--- src/rtl/mux_arb_pkg.sv ---
// Shared types and helpers for the mux select arbiter.
package mux_arb_pkg;

   // Arbiter FSM: no owner, or one owner holding the data path.
   typedef enum logic [0:0] {
      StIdle    = 1'b0,
      StGranted = 1'b1
   } arb_state_e;

   // Number of requesters addressed by a select of the given width.
   function automatic int unsigned num_req(input int unsigned sel_width);
      return 32'd1 << sel_width;
   endfunction

endpackage

--- src/rtl/mux_select_arbiter_if.sv ---
// Request/grant bundle between the requesters (master) and the arbiter (slave).
interface mux_select_arbiter_if #(
   parameter int unsigned SEL_WIDTH = 2
) ();
   import mux_arb_pkg::*;

   localparam int unsigned N = num_req(SEL_WIDTH);

   logic [N-1:0]         req;
   logic [N-1:0]         done;
   logic [SEL_WIDTH-1:0] control_signals;
   logic [N-1:0]         grant;
   logic                 grant_valid;

   modport master (
      output req,
      output done,
      input  control_signals,
      input  grant,
      input  grant_valid
   );

   modport slave (
      input  req,
      input  done,
      output control_signals,
      output grant,
      output grant_valid
   );

endinterface

--- src/rtl/rr_priority_picker.sv ---
// Combinational round-robin picker: searches from last+1 upward, wrapping, so
// the requester at 'last' has the lowest priority.
module rr_priority_picker
   import mux_arb_pkg::*;
#(
   parameter int unsigned SEL_WIDTH = 2
) (
   input  logic [num_req(SEL_WIDTH)-1:0] req,
   input  logic [SEL_WIDTH-1:0]          last,
   output logic [SEL_WIDTH-1:0]          winner,
   output logic                          any_valid
);

   localparam int unsigned N = num_req(SEL_WIDTH);

   logic [SEL_WIDTH-1:0] idx;

   // First set request bit after 'last', wrapping modulo N (N is a power of two).
   always_comb begin
      winner    = '0;
      any_valid = 1'b0;
      idx       = '0;
      for (int unsigned i = 1; i <= N; i++) begin
         idx = last + SEL_WIDTH'(i);
         if (!any_valid && req[idx]) begin
            winner    = idx;
            any_valid = 1'b1;
         end
      end
   end

endmodule

--- src/rtl/mux_select_arbiter.sv ---
// Round-robin arbiter producing a registered select bus for the downstream
// multiplexer. Optional hold timeout is compiled in with ARB_TIMEOUT_EN.
module mux_select_arbiter
   import mux_arb_pkg::*;
#(
   parameter int unsigned SEL_WIDTH   = 2,
   parameter int unsigned HOLD_CYCLES = 4
) (
   input logic                 clk,
   input logic                 rst_n,
   mux_select_arbiter_if.slave bus
);

   localparam int unsigned N = num_req(SEL_WIDTH);

   if (HOLD_CYCLES < 1 || HOLD_CYCLES > 65536) begin : gen_bad_hold
      $error("HOLD_CYCLES must lie in 1..65536");
   end

   arb_state_e           state_q;
   logic [SEL_WIDTH-1:0] last_q;
   logic [SEL_WIDTH-1:0] sel_q;
   logic [N-1:0]         grant_q;
   logic                 valid_q;

   logic [N-1:0]         owner_mask;
   logic                 owner_done;
   logic                 owner_req;
   logic                 timeout_hit;
   logic                 release_own;
   logic [N-1:0]         pick_req;
   logic [SEL_WIDTH-1:0] pick_winner;
   logic                 pick_valid;
   logic                 take_grant;

   // last_q doubles as the owner index while granted.
   assign owner_mask = N'(1) << last_q;
   assign owner_done = bus.done[last_q];
   assign owner_req  = bus.req[last_q];

`ifdef ARB_TIMEOUT_EN
   localparam int unsigned CntW = (HOLD_CYCLES > 1) ? $clog2(HOLD_CYCLES) : 1;
   localparam logic [CntW-1:0] CntMax = CntW'(HOLD_CYCLES - 1);

   logic [CntW-1:0] hold_cnt_q;

   assign timeout_hit = (hold_cnt_q == CntMax);

   // Cycles the current owner has held the grant beyond its first, saturating.
   always_ff @(posedge clk or negedge rst_n) begin
      if (!rst_n) begin
         hold_cnt_q <= '0;
      end else if (take_grant) begin
         hold_cnt_q <= '0;
      end else if (state_q == StGranted && hold_cnt_q != CntMax) begin
         hold_cnt_q <= hold_cnt_q + 1'b1;
      end
   end
`else
   assign timeout_hit = 1'b0;
`endif

   assign release_own = (state_q == StGranted) && (owner_done || !owner_req || timeout_hit);

   // A timed-out owner keeps its request but loses priority via 'last'; an owner
   // signalling done is removed so it cannot win again on the same edge.
   always_comb begin
      pick_req = bus.req;
      if (state_q == StGranted && owner_done) begin
         pick_req = bus.req & ~owner_mask;
      end
   end

   rr_priority_picker #(
      .SEL_WIDTH (SEL_WIDTH)
   ) u_picker (
      .req       (pick_req),
      .last      (last_q),
      .winner    (pick_winner),
      .any_valid (pick_valid)
   );

   assign take_grant = pick_valid && ((state_q == StIdle) || release_own);

   // Arbitration FSM with registered select/grant outputs.
   always_ff @(posedge clk or negedge rst_n) begin
      if (!rst_n) begin
         state_q <= StIdle;
         last_q  <= SEL_WIDTH'(N - 1);
         sel_q   <= '0;
         grant_q <= '0;
         valid_q <= 1'b0;
      end else begin
         case (state_q)
            StIdle: begin
               if (take_grant) begin
                  state_q <= StGranted;
                  last_q  <= pick_winner;
                  sel_q   <= pick_winner;
                  grant_q <= N'(1) << pick_winner;
                  valid_q <= 1'b1;
               end
            end
            StGranted: begin
               if (take_grant) begin
                  last_q  <= pick_winner;
                  sel_q   <= pick_winner;
                  grant_q <= N'(1) << pick_winner;
                  valid_q <= 1'b1;
               end else if (release_own) begin
                  // select keeps pointing at the last owner
                  state_q <= StIdle;
                  grant_q <= '0;
                  valid_q <= 1'b0;
               end
            end
            default: begin
               state_q <= StIdle;
               grant_q <= '0;
               valid_q <= 1'b0;
            end
         endcase
      end
   end

   assign bus.control_signals = sel_q;
   assign bus.grant           = grant_q;
   assign bus.grant_valid     = valid_q;

endmodule
--- src/flat_wrapper.sv ---
// flat-port wrapper written by rule: the top's interface ports become plain ports
module mux_select_arbiter_flat import mux_arb_pkg::*;
#(
   parameter int unsigned SEL_WIDTH   = 2,
   parameter int unsigned HOLD_CYCLES = 4
)
  (clk, rst_n, bus_req, bus_done, bus_control_signals, bus_grant, bus_grant_valid);
  mux_select_arbiter_if #(.SEL_WIDTH(SEL_WIDTH)) bus_i ();
  input logic clk;
  input logic rst_n;
  input wire logic [$bits(bus_i.req)-1:0] bus_req;
  input wire logic [$bits(bus_i.done)-1:0] bus_done;
  output wire logic [$bits(bus_i.control_signals)-1:0] bus_control_signals;
  output wire logic [$bits(bus_i.grant)-1:0] bus_grant;
  output wire logic [$bits(bus_i.grant_valid)-1:0] bus_grant_valid;
  assign bus_i.req = bus_req;
  assign bus_i.done = bus_done;
  assign bus_control_signals = bus_i.control_signals;
  assign bus_grant = bus_i.grant;
  assign bus_grant_valid = bus_i.grant_valid;
  mux_select_arbiter #(.SEL_WIDTH(SEL_WIDTH), .HOLD_CYCLES(HOLD_CYCLES)) u_core (.clk(clk), .rst_n(rst_n), .bus(bus_i));
endmodule
--- config.mk ---
export PLATFORM = sky130hd
export DESIGN_NAME = mux_select_arbiter_flat
export DESIGN_NICKNAME = d
export VERILOG_FILES = /design/src/rtl/mux_arb_pkg.sv /design/src/rtl/mux_select_arbiter_if.sv /design/src/rtl/rr_priority_picker.sv /design/src/rtl/mux_select_arbiter.sv /design/src/flat_wrapper.sv
export SDC_FILE = /design/constraint.sdc
export NUM_CORES = 1
export LEC_CHECK = 0
export ABC_AREA = 1
export ABC_CLOCK_PERIOD_IN_PS = 1900
export CORE_MARGIN = 10
export CORE_UTILIZATION = 45
export CTS_CLUSTER_DIAMETER = 50
export DETAILED_ROUTE_END_ITERATION = 6
export GPL_TIMING_DRIVEN = 0
export MAX_ROUTING_LAYER = met4
export PLACE_DENSITY = 0.78
export SLEW_MARGIN = 20
export SYNTH_ARGS = -nofsm -noshare
export SYNTH_HDL_FRONTEND = slang
export SYNTH_SLANG_ARGS = --single-unit
--- constraint.sdc ---
create_clock -name clk -period 1.9 [get_ports clk]
set_clock_uncertainty 0.2 [all_clocks]
set_input_delay 0.57 -clock clk [delete_from_list [all_inputs] [get_ports clk]]
set_output_delay 0.57 -clock clk [all_outputs]
set_load 0.03 [all_outputs]
==> flow_summary.json <==
{
  "syn_avg_cell_area_um2": 7.04,
  "cts_made_buffers": 3,
  "clkTransAtPathRegs_ns": 0.06,
  "die_area_um2": 3960,
  "hold_path.class": "reg -> reg",
  "synth_cell_types": 20,
  "avgRoutedWirePerCell_um": 13.9,
  "layout_commonest_cell": "nand2_1",
  "cts_tree": "done",
  "cp-start-kind": "flop",
  "synth_cells": 118,
  "yosysWarnings": 0,
  "place_area_um2": 1040,
  "maxSlewViolCount": 0,
  "grt_pass1_wl_mm": 3.48,
  "critical_path_class": "reg -> reg",
  "crit_fanout": 6,
  "coreArea_um2": 1750,
  "grt_max_degree": 11,
  "antenna_found_initial": 0,
  "htree_levels": 1,
  "synth_edf_count": 0,
  "ctsRootBufferMaster": "clkbuf_4",
  "synthToLayoutAreaGrowth_pct": 49.1,
  "viasPerCell": 5.02,
  "pin_count": 17,
  "grt_usage_pct": 11.1,
  "setup_violations": 10,
  "ys_ff_latch": 10,
  "dp_hpwl_mm": 1.51,
  "setup_ws_ns": -0.383,
  "maxCapViolCount": 0,
  "min_period_ns": 2.28,
  "ys_seq_area_share_pct": 30.4,
  "drc": 0,
  "netlist_area_um2": 831,
  "ys_async_sr_fraction_pct": 100,
  "drive_above_1_share_pct": 39.6,
  "insertion_delay_ns": 0.28,
  "max_freq_mhz": 438,
  "worst_pin_slew_ns": 0.436,
  "crit_chain": "ha_2, nand4_1, nand2_2, nand2_4, nand2_2, nand2_2, nand3_2, nand3_1, nand2_2, inv_2, nand2_2, nand2_1",
  "r2r_slack_ns": -0.38,
  "most-common-layout-cells": "nand2_1 (35), nand2_2 (14), dlygate4sd2_1 (11)",
  "endpoint_kind": "flop",
  "syn_nets": 132,
  "clock_path_buffers": 2,
  "die_w_um": 63.0,
  "arrival_ns": 2.25,
  "initial_utilization_pct": 47.6,
  "slew_headroom_pct": 70.8,
  "fin_nets": 160,
  "critPathRequiredTime_ns": 1.87,
  "drt-total-wl_mm": 2.35,
  "crit_top_cell": "nand2_2",
  "fin_crit_sh_pct": 120,
  "ant_nets": 0,
  "io_buffer_count": 16,
  "num_antenna_cells": 0,
  "grt_overflow": 0,
  "synthFlopType": "dfrtp_1",
  "slowest_stage": "dfstp_2",
  "drtIter0Drc": 34,
  "place.gp.congestion": 0.813,
  "hold_viol": 0,
  "fillers": 135,
  "die_h_um": 63.0,
  "grt_pass1_vias": 776,
  "first_pass_iters": 4,
  "slowest_delay_ns": 0.64,
  "rows": 15,
  "rsz0062_at_grt": "yes",
  "failed_checks": "setup timing",
  "vias": 848,
  "cts_num_sinks": 10,
  "status": "finished, violations left",
  "finalInstanceArea_um2": 1240
}
-- worst max-delay path: cells and delay by family, from the launching register on --
| family | cells | cell delay [ns] |
|---|---|---|
| adder cells (fa/ha/maj) | 1 | 0.22 |
| buffers and inverters | 1 | 0.06 |
| flip-flops | 1 | 0.64 |
| AND/OR/NAND/NOR | 10 | 1.07 |
-- path summary, 6_finish.rpt --
kind | from | endpoint | cells after the start
max reg2reg | u_core.last_q[1]$_DFFE_PN1P_ | u_core.bus.control_signals[1]$_DFFE_PN0P_ | 12
min in group asynchronous | rst_n | u_core.bus.grant_valid$_DFFE_PN0P_ | 1
max | u_core.last_q[1]$_DFFE_PN1P_ | u_core.bus.control_signals[1]$_DFFE_PN0P_ | 12
min reg2reg | u_core.bus.grant[2]$_DFFE_PN0P_ | u_core.bus.grant[2]$_DFFE_PN0P_ | 2
max in group asynchronous | rst_n | u_core.last_q[1]$_DFFE_PN1P_ | 1
min | u_core.bus.grant[2]$_DFFE_PN0P_ | u_core.bus.grant[2]$_DFFE_PN0P_ | 2
-- per-stage QoR --
stage               hold WS (ns)  utilization [%]  worst slack (ns)  std cells  TNS, ns
detailed placement         0.268             59.7            -0.618        159    -5.61
CTS                        0.275             64.8            -0.246        168    -2.12
global route               0.314             71.0            -0.485        169    -4.21
finish                     0.269             71.0            -0.383        169    -3.29
global placement           0.259             59.7            -0.581        159    -5.29
floorplan                 0.0744                -           -0.0317        118   -0.143
-- Yosys cell counts, types with 2 or more instances --
cell      n  area [µm²]
nor2_1    5        18.8
nand3_1   7        35.0
nand3_2   2        20.0
nand2_2   7        43.8
dfstp_2   2        52.6
nand2_4   2        22.5
inv_1    10        37.5
dfrtp_1   8         200
nand4_1   7        43.8
o21ai_0   4        20.0
nand2_1  50         188
ha_1      4        50.1
inv_2     3        11.3
-- final cells by class --
type                    count  area, µm²  share of cell area, %
plain buffers               1       11.3                  0.909
clock buffers               3       22.5                   1.82
inverters                  13       58.8                   4.75
multi-input cells          94        656                   52.9
flip-flops and latches     10        253                   20.4
well taps                  25       31.3                   2.53
repair buffers             23        206                   16.7
-- metal layers --
layer | wire [µm] | share of wire, % | global-route usage [%]
met5 | 0 | 0 | -
met4 | 30 | 1.3 | 5.03
met3 | 108 | 4.6 | 3.76
met2 | 1240 | 53 | 17.6
met1 | 978 | 42 | 12.2
-- state kept, by name (all words and copies together), names as in the netlist --
signal,flops
u_core.bus.grant,4
u_core.last_q,2
u_core.bus.grant_valid,1
u_core.bus.control_signals,2
u_core.state_q,1
-- cell families (layout without fill, tap and decap cells) --
| logic type | after synthesis | after routing | share of synthesized area, % |
|---|---|---|---|
| and+or+nand+nor | 82 | 82 | 49.7 |
| buffers and inverters | 14 | 40 | 7.23 |
| DFF | 10 | 10 | 30.4 |
| AOI/OAI and AO/OA | 8 | 8 | 6.63 |
| adders and majority gates | 4 | 4 | 6.02 |
-- repair_timing --
| item | in CTS | in global routing |
|---|---|---|
| buffers inserted | 6 | 1 |
| setup endpoints to repair | 17 | 10 |
| hold buffers | 0 | 0 |
| pin swaps | 21 | 22 |
| resized for setup | 22 | 27 |
Power is not shown: default switching activity piles up to over one toggle a cycle in this logic, so the estimate is an artifact.
